## src/rtl/instr_fetch_unit.sv

```systemverilog
`default_nettype none
// ============================================================================
// Module   : instr_fetch_unit
// Purpose  : Fetch stage feeding the processor core. Sequences an 8-bit PC,
//            fetches INST_W-bit words over a single-outstanding req/ack
//            memory handshake, buffers them in a DEPTH-entry FIFO and hands
//            {pc, word} pairs to decode over valid/ready. Supports redirect
//            (flush + new PC) and halt.
// Ports    : clk, rst_n (async, active low)
//            imem_req/imem_addr/imem_ack/imem_rdata  - instruction memory
//            inst_valid/inst_ready/inst_data/pc_counter - decode side
//            redirect_valid/redirect_target           - branch/jump taken
//            halt (in, level), halted (out)
//            perf_fetch_cnt/perf_flush_cnt            - only with macro below
// Options  : FETCH_PERF_CNT_EN adds saturating 16-bit counters of delivered
//            instructions and of redirects.
// Revision : 1.0 - initial release
// ============================================================================
module instr_fetch_unit #(
  parameter int unsigned DEPTH    = 2,
  parameter logic [7:0]  RESET_PC = 8'h00,
  parameter int unsigned INST_W   = 32
) (
  input  logic              clk,
  input  logic              rst_n,
  output logic              imem_req,
  output logic [7:0]        imem_addr,
  input  logic              imem_ack,
  input  logic [INST_W-1:0] imem_rdata,
  output logic              inst_valid,
  input  logic              inst_ready,
  output logic [INST_W-1:0] inst_data,
  output logic [7:0]        pc_counter,
  input  logic              redirect_valid,
  input  logic [7:0]        redirect_target,
  input  logic              halt,
  output logic              halted
`ifdef FETCH_PERF_CNT_EN
  ,
  output logic [15:0]       perf_fetch_cnt,
  output logic [15:0]       perf_flush_cnt
`endif
);

  localparam int unsigned AW        = $clog2(DEPTH);
  localparam logic [AW:0] DEPTH_CNT = (AW+1)'(DEPTH);

  typedef enum logic [1:0] {
    ST_IDLE   = 2'd0,
    ST_REQ    = 2'd1,
    ST_HALTED = 2'd2
  } state_t;

  state_t            state_q, state_d;
  logic [7:0]        fetch_pc_q, fetch_pc_d;
  logic [7:0]        addr_q, addr_d;
  logic              discard_q, discard_d;
  logic [AW-1:0]     rd_ptr_q, rd_ptr_d;
  logic [AW-1:0]     wr_ptr_q, wr_ptr_d;
  logic [AW:0]       count_q, count_d;

  logic [7:0]        buf_pc_q   [DEPTH];
  logic [INST_W-1:0] buf_data_q [DEPTH];

  logic              pop;
  logic              push;

  // --------------------------------------------------------------------------
  // Buffer bookkeeping
  // --------------------------------------------------------------------------
  assign inst_valid = (count_q != '0);
  assign pop        = inst_valid && inst_ready;
  // A response is kept only if it was not invalidated by an earlier redirect
  // (discard_q) or by a redirect arriving in the same cycle as the ack.
  assign push       = (state_q == ST_REQ) && imem_ack && !discard_q && !redirect_valid;

  always_comb begin
    rd_ptr_d = rd_ptr_q;
    wr_ptr_d = wr_ptr_q;
    count_d  = count_q;
    if (redirect_valid) begin
      rd_ptr_d = '0;
      wr_ptr_d = '0;
      count_d  = '0;
    end else begin
      rd_ptr_d = rd_ptr_q + AW'(pop);
      wr_ptr_d = wr_ptr_q + AW'(push);
      count_d  = count_q + (AW+1)'(push) - (AW+1)'(pop);
    end
  end

  // --------------------------------------------------------------------------
  // Fetch sequencer
  // --------------------------------------------------------------------------
  always_comb begin
    state_d    = state_q;
    fetch_pc_d = fetch_pc_q;
    addr_d     = addr_q;
    discard_d  = discard_q;
    case (state_q)
      ST_IDLE: begin
        if (redirect_valid) begin
          fetch_pc_d = redirect_target;
        end
        if (halt) begin
          state_d = ST_HALTED;
        end else if (count_q < DEPTH_CNT) begin
          state_d = ST_REQ;
          addr_d  = fetch_pc_d;
        end
      end
      ST_REQ: begin
        if (imem_ack) begin
          discard_d = 1'b0;
          if (redirect_valid) begin
            fetch_pc_d = redirect_target;
          end else if (push) begin
            fetch_pc_d = fetch_pc_q + 8'd1;
          end
          // Back-to-back issue: count_d already accounts for this cycle's
          // push, pop and any flush, so a full buffer being drained still
          // keeps the request stream going.
          if (halt) begin
            state_d = ST_HALTED;
          end else if (count_d < DEPTH_CNT) begin
            state_d = ST_REQ;
            addr_d  = fetch_pc_d;
          end else begin
            state_d = ST_IDLE;
          end
        end else if (redirect_valid) begin
          // Request must stay stable until acked; remember to drop its data.
          fetch_pc_d = redirect_target;
          discard_d  = 1'b1;
        end
      end
      ST_HALTED: begin
        if (redirect_valid) begin
          fetch_pc_d = redirect_target;
        end
        if (!halt) begin
          state_d = ST_IDLE;
        end
      end
      default: begin
        state_d = ST_IDLE;
      end
    endcase
  end

  always_ff @(posedge clk or negedge rst_n) begin
    if (!rst_n) begin
      state_q    <= ST_IDLE;
      fetch_pc_q <= RESET_PC;
      addr_q     <= RESET_PC;
      discard_q  <= 1'b0;
      rd_ptr_q   <= '0;
      wr_ptr_q   <= '0;
      count_q    <= '0;
    end else begin
      state_q    <= state_d;
      fetch_pc_q <= fetch_pc_d;
      addr_q     <= addr_d;
      discard_q  <= discard_d;
      rd_ptr_q   <= rd_ptr_d;
      wr_ptr_q   <= wr_ptr_d;
      count_q    <= count_d;
    end
  end

  // Storage is reset so that pc_counter/inst_data read zero out of reset.
  // While a non-discarded request is outstanding fetch_pc_q equals its address.
  always_ff @(posedge clk or negedge rst_n) begin
    if (!rst_n) begin
      for (int i = 0; i < int'(DEPTH); i++) begin
        buf_pc_q[i]   <= '0;
        buf_data_q[i] <= '0;
      end
    end else if (push) begin
      buf_pc_q[wr_ptr_q]   <= fetch_pc_q;
      buf_data_q[wr_ptr_q] <= imem_rdata;
    end
  end

  assign imem_req   = (state_q == ST_REQ);
  assign imem_addr  = addr_q;
  assign inst_data  = buf_data_q[rd_ptr_q];
  assign pc_counter = buf_pc_q[rd_ptr_q];
  assign halted     = (state_q == ST_HALTED);

`ifdef FETCH_PERF_CNT_EN
  // --------------------------------------------------------------------------
  // Performance counters (saturating)
  // --------------------------------------------------------------------------
  logic [15:0] perf_fetch_q, perf_fetch_d;
  logic [15:0] perf_flush_q, perf_flush_d;

  always_comb begin
    perf_fetch_d = perf_fetch_q;
    perf_flush_d = perf_flush_q;
    if (pop && (perf_fetch_q != 16'hFFFF)) begin
      perf_fetch_d = perf_fetch_q + 16'd1;
    end
    if (redirect_valid && (perf_flush_q != 16'hFFFF)) begin
      perf_flush_d = perf_flush_q + 16'd1;
    end
  end

  always_ff @(posedge clk or negedge rst_n) begin
    if (!rst_n) begin
      perf_fetch_q <= '0;
      perf_flush_q <= '0;
    end else begin
      perf_fetch_q <= perf_fetch_d;
      perf_flush_q <= perf_flush_d;
    end
  end

  assign perf_fetch_cnt = perf_fetch_q;
  assign perf_flush_cnt = perf_flush_q;
`else
  // Counters not built: no extra ports or state.
`endif

endmodule
`default_nettype wire

```

## config.mk

```make
export PLATFORM = sky130hd
export DESIGN_NAME = instr_fetch_unit
export DESIGN_NICKNAME = d
export VERILOG_FILES = /design/src/rtl/instr_fetch_unit.sv
export SDC_FILE = /design/constraint.sdc
export NUM_CORES = 1
export LEC_CHECK = 0
export ABC_AREA = 1
export BUFFER_PORTS_ARGS = -buffer_cell sky130_fd_sc_hd__buf_2
export CELL_PAD_IN_SITES_DETAIL_PLACEMENT = 1
export CELL_PAD_IN_SITES_GLOBAL_PLACEMENT = 1
export CORE_MARGIN = 2
export CORE_UTILIZATION = 35
export DETAILED_ROUTE_END_ITERATION = 10
export PLACE_DENSITY_LB_ADDON = 0.1
export SYNTH_ARGS = -nofsm -noshare
export SYNTH_HDL_FRONTEND = slang
export SYNTH_SLANG_ARGS = --single-unit
```

## constraint.sdc

```tcl
create_clock -name clk -period 5.76 [get_ports clk]
set_input_delay 0.576 -clock clk [delete_from_list [all_inputs] [get_ports clk]]
set_output_delay 0.576 -clock clk [all_outputs]
set_load 0.02 [all_outputs]
```

==> results of run 1 <==
## layout make-up
cell class / instances / area share [%]
Tap cell: 176 / 3.94
Sequential cell: 103 / 46.2
Multi-Input combinational cell: 324 / 31.6
Clock buffer: 12 / 4.41
Timing Repair Buffer: 99 / 9.05
Inverter: 60 / 4.03
Clock inverter: 4 / 0.806
## critical path: cells and delay by family
kind                     cells  cell delay (ns)
multiplexers                 1             0.43
AND/OR/NAND/NOR              1             0.16
buffers and inverters        3             0.57
adder cells (fa/ha/maj)      1             0.98
## state kept, by name, indices dropped and copies added, names as in the netlist
| register | count |
|---|---|
| wr_ptr_q | 1 |
| count_q | 2 |
| imem_addr | 8 |
| buf_data_q | 64 |
| fetch_pc_q | 8 |
| discard_q | 1 |
| rd_ptr_q | 1 |
| state_q | 2 |
| buf_pc_q | 16 |
## worst max path at each step
| stage | from | to | slack, ns | cells past startpoint |
|---|---|---|---|---|
| global placement | redirect_valid | buf_data_q[14]$_DFFE_PN0P_ | 2.92 | 6 |
| CTS | rd_ptr_q$_DFF_PN0_ | pc_counter[5] | 3.17 | 3 |
| finish | redirect_valid | buf_data_q[0]$_DFFE_PN0P_ | 3.26 | 6 |
| detailed placement | redirect_valid | buf_data_q[18]$_DFFE_PN0P_ | 2.83 | 6 |
| global route | redirect_valid | imem_addr[6]$_DFFE_PN0P_ | 3.04 | 11 |
| floorplan | count_q[1]$_DFF_PN0_ | imem_addr[7]$_DFFE_PN0P_ | 3.69 | 12 |
## cell families (layout without fill, tap and decap cells)
logic type | count (synthesis) | count (layout) | synth area share, %
flops | 103 | 103 | 55.0
buf+inv | 87 | 175 | 7.45
compound gates | 98 | 98 | 11.1
mux | 40 | 40 | 9.53
xor+xnor | 1 | 1 | 0.187
fa+ha+maj | 5 | 5 | 1.33
simple gates | 180 | 180 | 15.4
## power breakdown
part / leakage, µW / switching, µW / internal [µW]
registers: 0.00132 / 113 / 949
clock network: 0.000146 / 255 / 347
logic: 0.00135 / 713 / 331
total: 0.00282 / 1080 / 1630
## per-layer routing
metal	vias to the layer above	track usage [%]	wire length, µm
met5	-	0	0
met4	0	5.37	140
met3	11	3.28	373
met2	63	27.8	5320
met1	1802	22.2	5230
li1	1800	-	-
## cells in the final DEF, fill, tap and decap left out
cell type	netlist	layout
o21ai_0	86	86
mux2i_1	3	3
mux2_2	37	37
clkbuf_16	0	9
and2_1	1	1
ha_2	0	2
nand2_1	144	144
inv_1	57	57
inv_2	2	2
dfrtp_1	103	102
clkbuf_8	0	1
buf_2	6	95
nand4_1	1	1
or2_2	1	1
nand3_2	1	1
clkinv_1	1	1
nor2_2	2	2
nor2_1	12	12
clkbuf_1	19	2
nor3_1	1	1
bufinv_16	0	1
nand3_1	13	13
buf_4	0	4
a21oi_1	4	4
ha_1	5	3
dfrtp_2	0	1
clkinv_2	0	3
xor2_1	1	1
nand2_2	3	3
a211oi_1	1	1
o21ai_2	7	7
nand3b_1	1	1
## stage by stage
stage | total power, µW | instance area (µm²) | instances | hold slack [ns] | utilization (%)
2_1_floorplan | 1750 | 4690 | 514 | 0.280 | -
4_1_cts | 2770 | 5590 | 778 | 0.199 | 42.5
6_report | 2710 | 5590 | 778 | 0.187 | 42.5
3_3_place_gp | 2110 | 5300 | 762 | 0.462 | 40.3
5_1_grt | 2920 | 5590 | 778 | 0.208 | 42.5
3_5_place_dp | 2150 | 5300 | 762 | 0.463 | 40.3
==> out/metrics.yaml, run 1 <==
port_buffers: 96
timing.rr.start: "state_q[0]$_DFFE_PN0P_"
cts_tree: "yes"
clock_skew_ns: 0.00387
cp-end-kind: "register"
pre_cts_slack_ns: 2.83
hold_viol: 0
routed_wirelength_um: 11100
min_path_type: "in2async"
post-synth-top-area-cell: "dfrtp_1"
cp-start-kind: "input pin"
syn_nets: 565
tightest_slew_ns: 1.14
regArea_um2: 2580
die_width_um: 120
netlist_area_um2: 4690
die_h_um: 120
die_area_um2: 14300
status: "completed"
crit_slowest_cell: "ha_2"
synth_cells: 514
netlist_top_cells_area: "dfrtp_1, nand2_1, o21ai_0, mux2_2, inv_1"
synthMostInstantiatedCell: "nand2_1"
cts-root-buf: "clkbuf_16"
grt_pass1_vias: 3868
r2r_slack_ns: 3.26
synth.yosys.seq_area_share_pct: 55.0
syn_avg_cell_area_um2: 9.12
p_leak_uw: 0.00282
reg2regPathDepth: 6
slew_headroom_pct: 24.2
path_cells: "buf_2, clkinv_1, nand3_2, inv_2, ha_2, mux2_2"
cts_hold_buf: 0
fillers: 1594
yosys.area.top_type_share_pct: 55.0
viasPerCell: 4.72
vdd_drop_max_mv: 0.150
worstSetupPathType: "in2reg"
cts_resized: 0
path_max_fanout: 43
synth_edf_count: 0
synth_cell_types: 26
async_reset_ff_share_pct: 100
period_needed_ns: 2.50
grt_overflow: 0
worstSkewPairLatency_ns: 0.34
rsz0062_at_grt: "no"
place.gp.congestion: 0.810
grt_pass1_wl_um: 19000
drt_pass1_iterations: 4
grt_max_degree: 81
max_freq_mhz: 400
min_period_over_period_pct: 43.4
slowest_delay_ns: 0.98
synth_ff_type: "dfrtp_1"
drc: 0
maxCapViolations: 0
multi_input_area_um2: 1770
numCtsBuffers: 9
htree_levels: 3
grt_usage_pct: 16.8
ioPinCount: 97
ys_top_cells_by_count: "nand2_1, dfrtp_1, o21ai_0"
nets: 648
setup_viol: 0
cts.sinks: 103
report.final.slew_viol_count: 0
synth_seq_cells: 103
antenna_left: 0
dp_hpwl_um: 7710
drive_above_1_share_pct: 28.1
worstPathRequired_ns: 5.99
row_count: 42
core-area_um2: 13100
grt_antenna_before_repair: 0
setup_tns_ns: 0
initial_core_util_pct: 35.7
layout_setup_ws_ns: 3.26
drtIter0Drc: 131
cts.reportedPaths.clkPinSlew_ns: 0.07
cts_max_path_buffers: 2
cp.arrival_ns: 2.73
power_density_nw_per_um2: 485
wire_per_inst_um: 14.2
synthToLayoutAreaGrowth_pct: 19.2
cts_setup_buffers: 0
n_antenna_cell: 0
vias: 3676
reg2reg_to: "buf_data_q[0]$_DFFE_PN0P_"
ys.warnings.count: 0
(Power assumes the default switching activity.)
==> inputs of run 2 (changes only) <==
==> constraint.sdc (replaced) <==
create_clock -name clk -period 2.14 [get_ports clk]
set_input_delay 0.214 -clock clk [delete_from_list [all_inputs] [get_ports clk]]
set_output_delay 0.214 -clock clk [all_outputs]
set_load 0.02 [all_outputs]
==> run 2 against run 1 <==
  * Clock-buffer cell count down 2
  * Hold slack worse by 0.097 ns
  * Flip-flop and latch count is the same
  * Design area increased by 5.1%
  * Non-clock buffer count rose by 18
  * First-iteration DRC count rose by 39%
  * Critical path depth increased by 7
  * Worst setup slack got worse by 3.1 ns
  * Clock power rose to 3.2 times the previous value
  * Combinational power rose to 2.8 times the previous value
  * Power rose to 2.9 times the previous value
==> out/metrics.yaml, run 2 (synthesis results as in run 1) <==
status: "completed"
grt_usage_pct: 17.2
reg2regPathDepth: 13
drtIter0Drc: 182
dp_hpwl_um: 8170
power_density_nw_per_um2: 1320
total_power_uw: 7730
vdd_drop_max_mv: 0.603
vias: 3751
die_h_um: 120
synthToLayoutAreaGrowth_pct: 25.3
report.final.slew_viol_count: 0
grt_pass1_vias: 3932
cts.reportedPaths.clkPinSlew_ns: 0.07
place.gp.congestion: 0.780
viasPerCell: 4.71
htree_levels: 3
worstSetupPathType: "reg2reg"
row_count: 42
die_area_um2: 14300
setup_tns_ns: 0
worst_hold_slack_ns: 0.0908
largest_reg_flops: 64
regMostFlops: "buf_data_q"
fillers: 1585
final_common_cell: "nand2_1"
cts-root-buf: "clkbuf_16"
maxCapViolations: 0
p_leak_uw: 0.00295
tightest_slew_ns: 0.415
rsz0062_at_grt: "no"
cp-start-kind: "register"
port_buffers: 96
max_freq_mhz: 502
min_path_type: "in2reg"
antenna_left: 0
timing.rr.start: "count_q[1]$_DFF_PN0_"
min_to: "buf_data_q[59]$_DFFE_PN0P_"
grt_pass1_wl_um: 19400
r2r_slack_ns: 0.15
path_cells: "or2_4, nand2_2, inv_1, ha_1, inv_1, ha_2, nand3b_1, nand3_2, nor2_2, nor2_1, buf_4, nand2_1, nand2_1"
drive_above_1_share_pct: 31.0
drt_pass1_iterations: 4
met1_usage_pct: 22.3
grt_max_degree: 45
die_width_um: 120
hold_viol: 0
hold_depth: 3
n_antenna_cell: 0
clock_skew_ns: 0.00587
cp.arrival_ns: 2.23
crit_slowest_cell: "dfrtp_1"
min_period_over_period_pct: 93.0
slew_headroom_pct: 72.3
wire_per_inst_um: 14.6
worstSkewPairLatency_ns: 0.34
reg_top3: "buf_data_q x64, buf_pc_q x16"
mostFrequentLayoutCells: "nand2_1, dfrtp_1, buf_2"
pre_cts_slack_ns: 0.0851
grt_overflow: 0
met3_usage_pct: 3.09
layout_setup_ws_ns: 0.149
cts.sinks: 103
period_needed_ns: 1.99
core-area_um2: 13100
initial_core_util_pct: 35.7
reg2reg_to: "imem_addr[5]$_DFFE_PN0P_"
ioPinCount: 97
slowest_delay_ns: 0.38
cts_max_path_buffers: 2
worstPathRequired_ns: 2.38
nets: 666
routed_wirelength_um: 11600
top_usage_layer: "met2"
grtUsageMet2_pct: 28.8
drc: 0
setup_viol: 0
cts_tree: "yes"
cp-end-kind: "register"
grt_antenna_before_repair: 0
min-delay-start: "imem_rdata[27]"
path_max_fanout: 5
numCtsBuffers: 9
==> run 2: changes by cell type in the layout (fill, tap and decap cells not counted), moves of 2 or more <==
cell,previous run,this run
bufinv_16,1,3
buf_4,4,15
buf_12,0,6
clkbuf_1,2,0
==> run 2: worst max path at each step <==
| stage | slack (ns) | start | endpoint | cells after the start |
|---|---|---|---|---|
| after floorplan | 0.07 | count_q[1]$_DFF_PN0_ | imem_addr[7]$_DFFE_PN0P_ | 12 |
| after global placement | 0.16 | count_q[1]$_DFF_PN0_ | imem_addr[7]$_DFFE_PN0P_ | 13 |
| after detailed placement | 0.09 | count_q[1]$_DFF_PN0_ | imem_addr[5]$_DFFE_PN0P_ | 13 |
| after CTS | 0.06 | count_q[1]$_DFF_PN0_ | imem_addr[5]$_DFFE_PN0P_ | 13 |
| after global routing | 0.001 | count_q[1]$_DFF_PN0_ | imem_addr[5]$_DFFE_PN0P_ | 13 |
| final | 0.15 | count_q[1]$_DFF_PN0_ | imem_addr[5]$_DFFE_PN0P_ | 13 |
==> run 2: layout make-up <==
| type | instances | area, µm² | area share [%] |
|---|---|---|---|
| Sequential cell | 103 | 2580 | 44.0 |
| Multi-Input combinational cell | 324 | 1780 | 30.3 |
| Timing Repair Buffer | 117 | 718 | 12.2 |
| Clock buffer | 10 | 239 | 4.07 |
| Inverter | 60 | 225 | 3.84 |
| Tap cell | 176 | 220 | 3.75 |
| Clock inverter | 6 | 108 | 1.83 |
==> run 2: routing by layer <==
metal | share of wire, % | vias up
met3 | 3.5 | 10
met4 | 1.6 | 0
met1 | 45 | 1825
li1 | - | 1843
met5 | 0 | -
met2 | 50 | 73
==> run 2: report_power, final <==
part	switching, µW	leakage, µW	total [µW]	internal, µW
Combinational	1920	0.00146	2930	1010
Sequential	342	0.00132	2900	2560
Clock	732	0.000168	1900	1170
Total	2990	0.00295	7730	4740
==> run 2: critical path: cells and delay by family (launching register included) <==
kind | cells | cell delay [ns]
and+or+nand+nor | 8 | 0.82
adders and majority gates | 2 | 0.44
DFF | 1 | 0.38
buffers and inverters | 3 | 0.26
==> run 2: metrics by stage <==
stage	util, %	instance area (µm²)	std cells
global placement	41.8	5490	778
detailed placement	41.8	5490	778
floorplan	-	4690	514
CTS	44.5	5850	795
global route	44.7	5870	796
finish	44.7	5870	796
==> run 2: timing repair <==
action,4_1_cts,5_1_grt
endpoints found under the setup margin,0,10
hold buffers,1,0
setup buffers,0,1
hold endpoints to repair,21,0
gates resized for setup,0,6
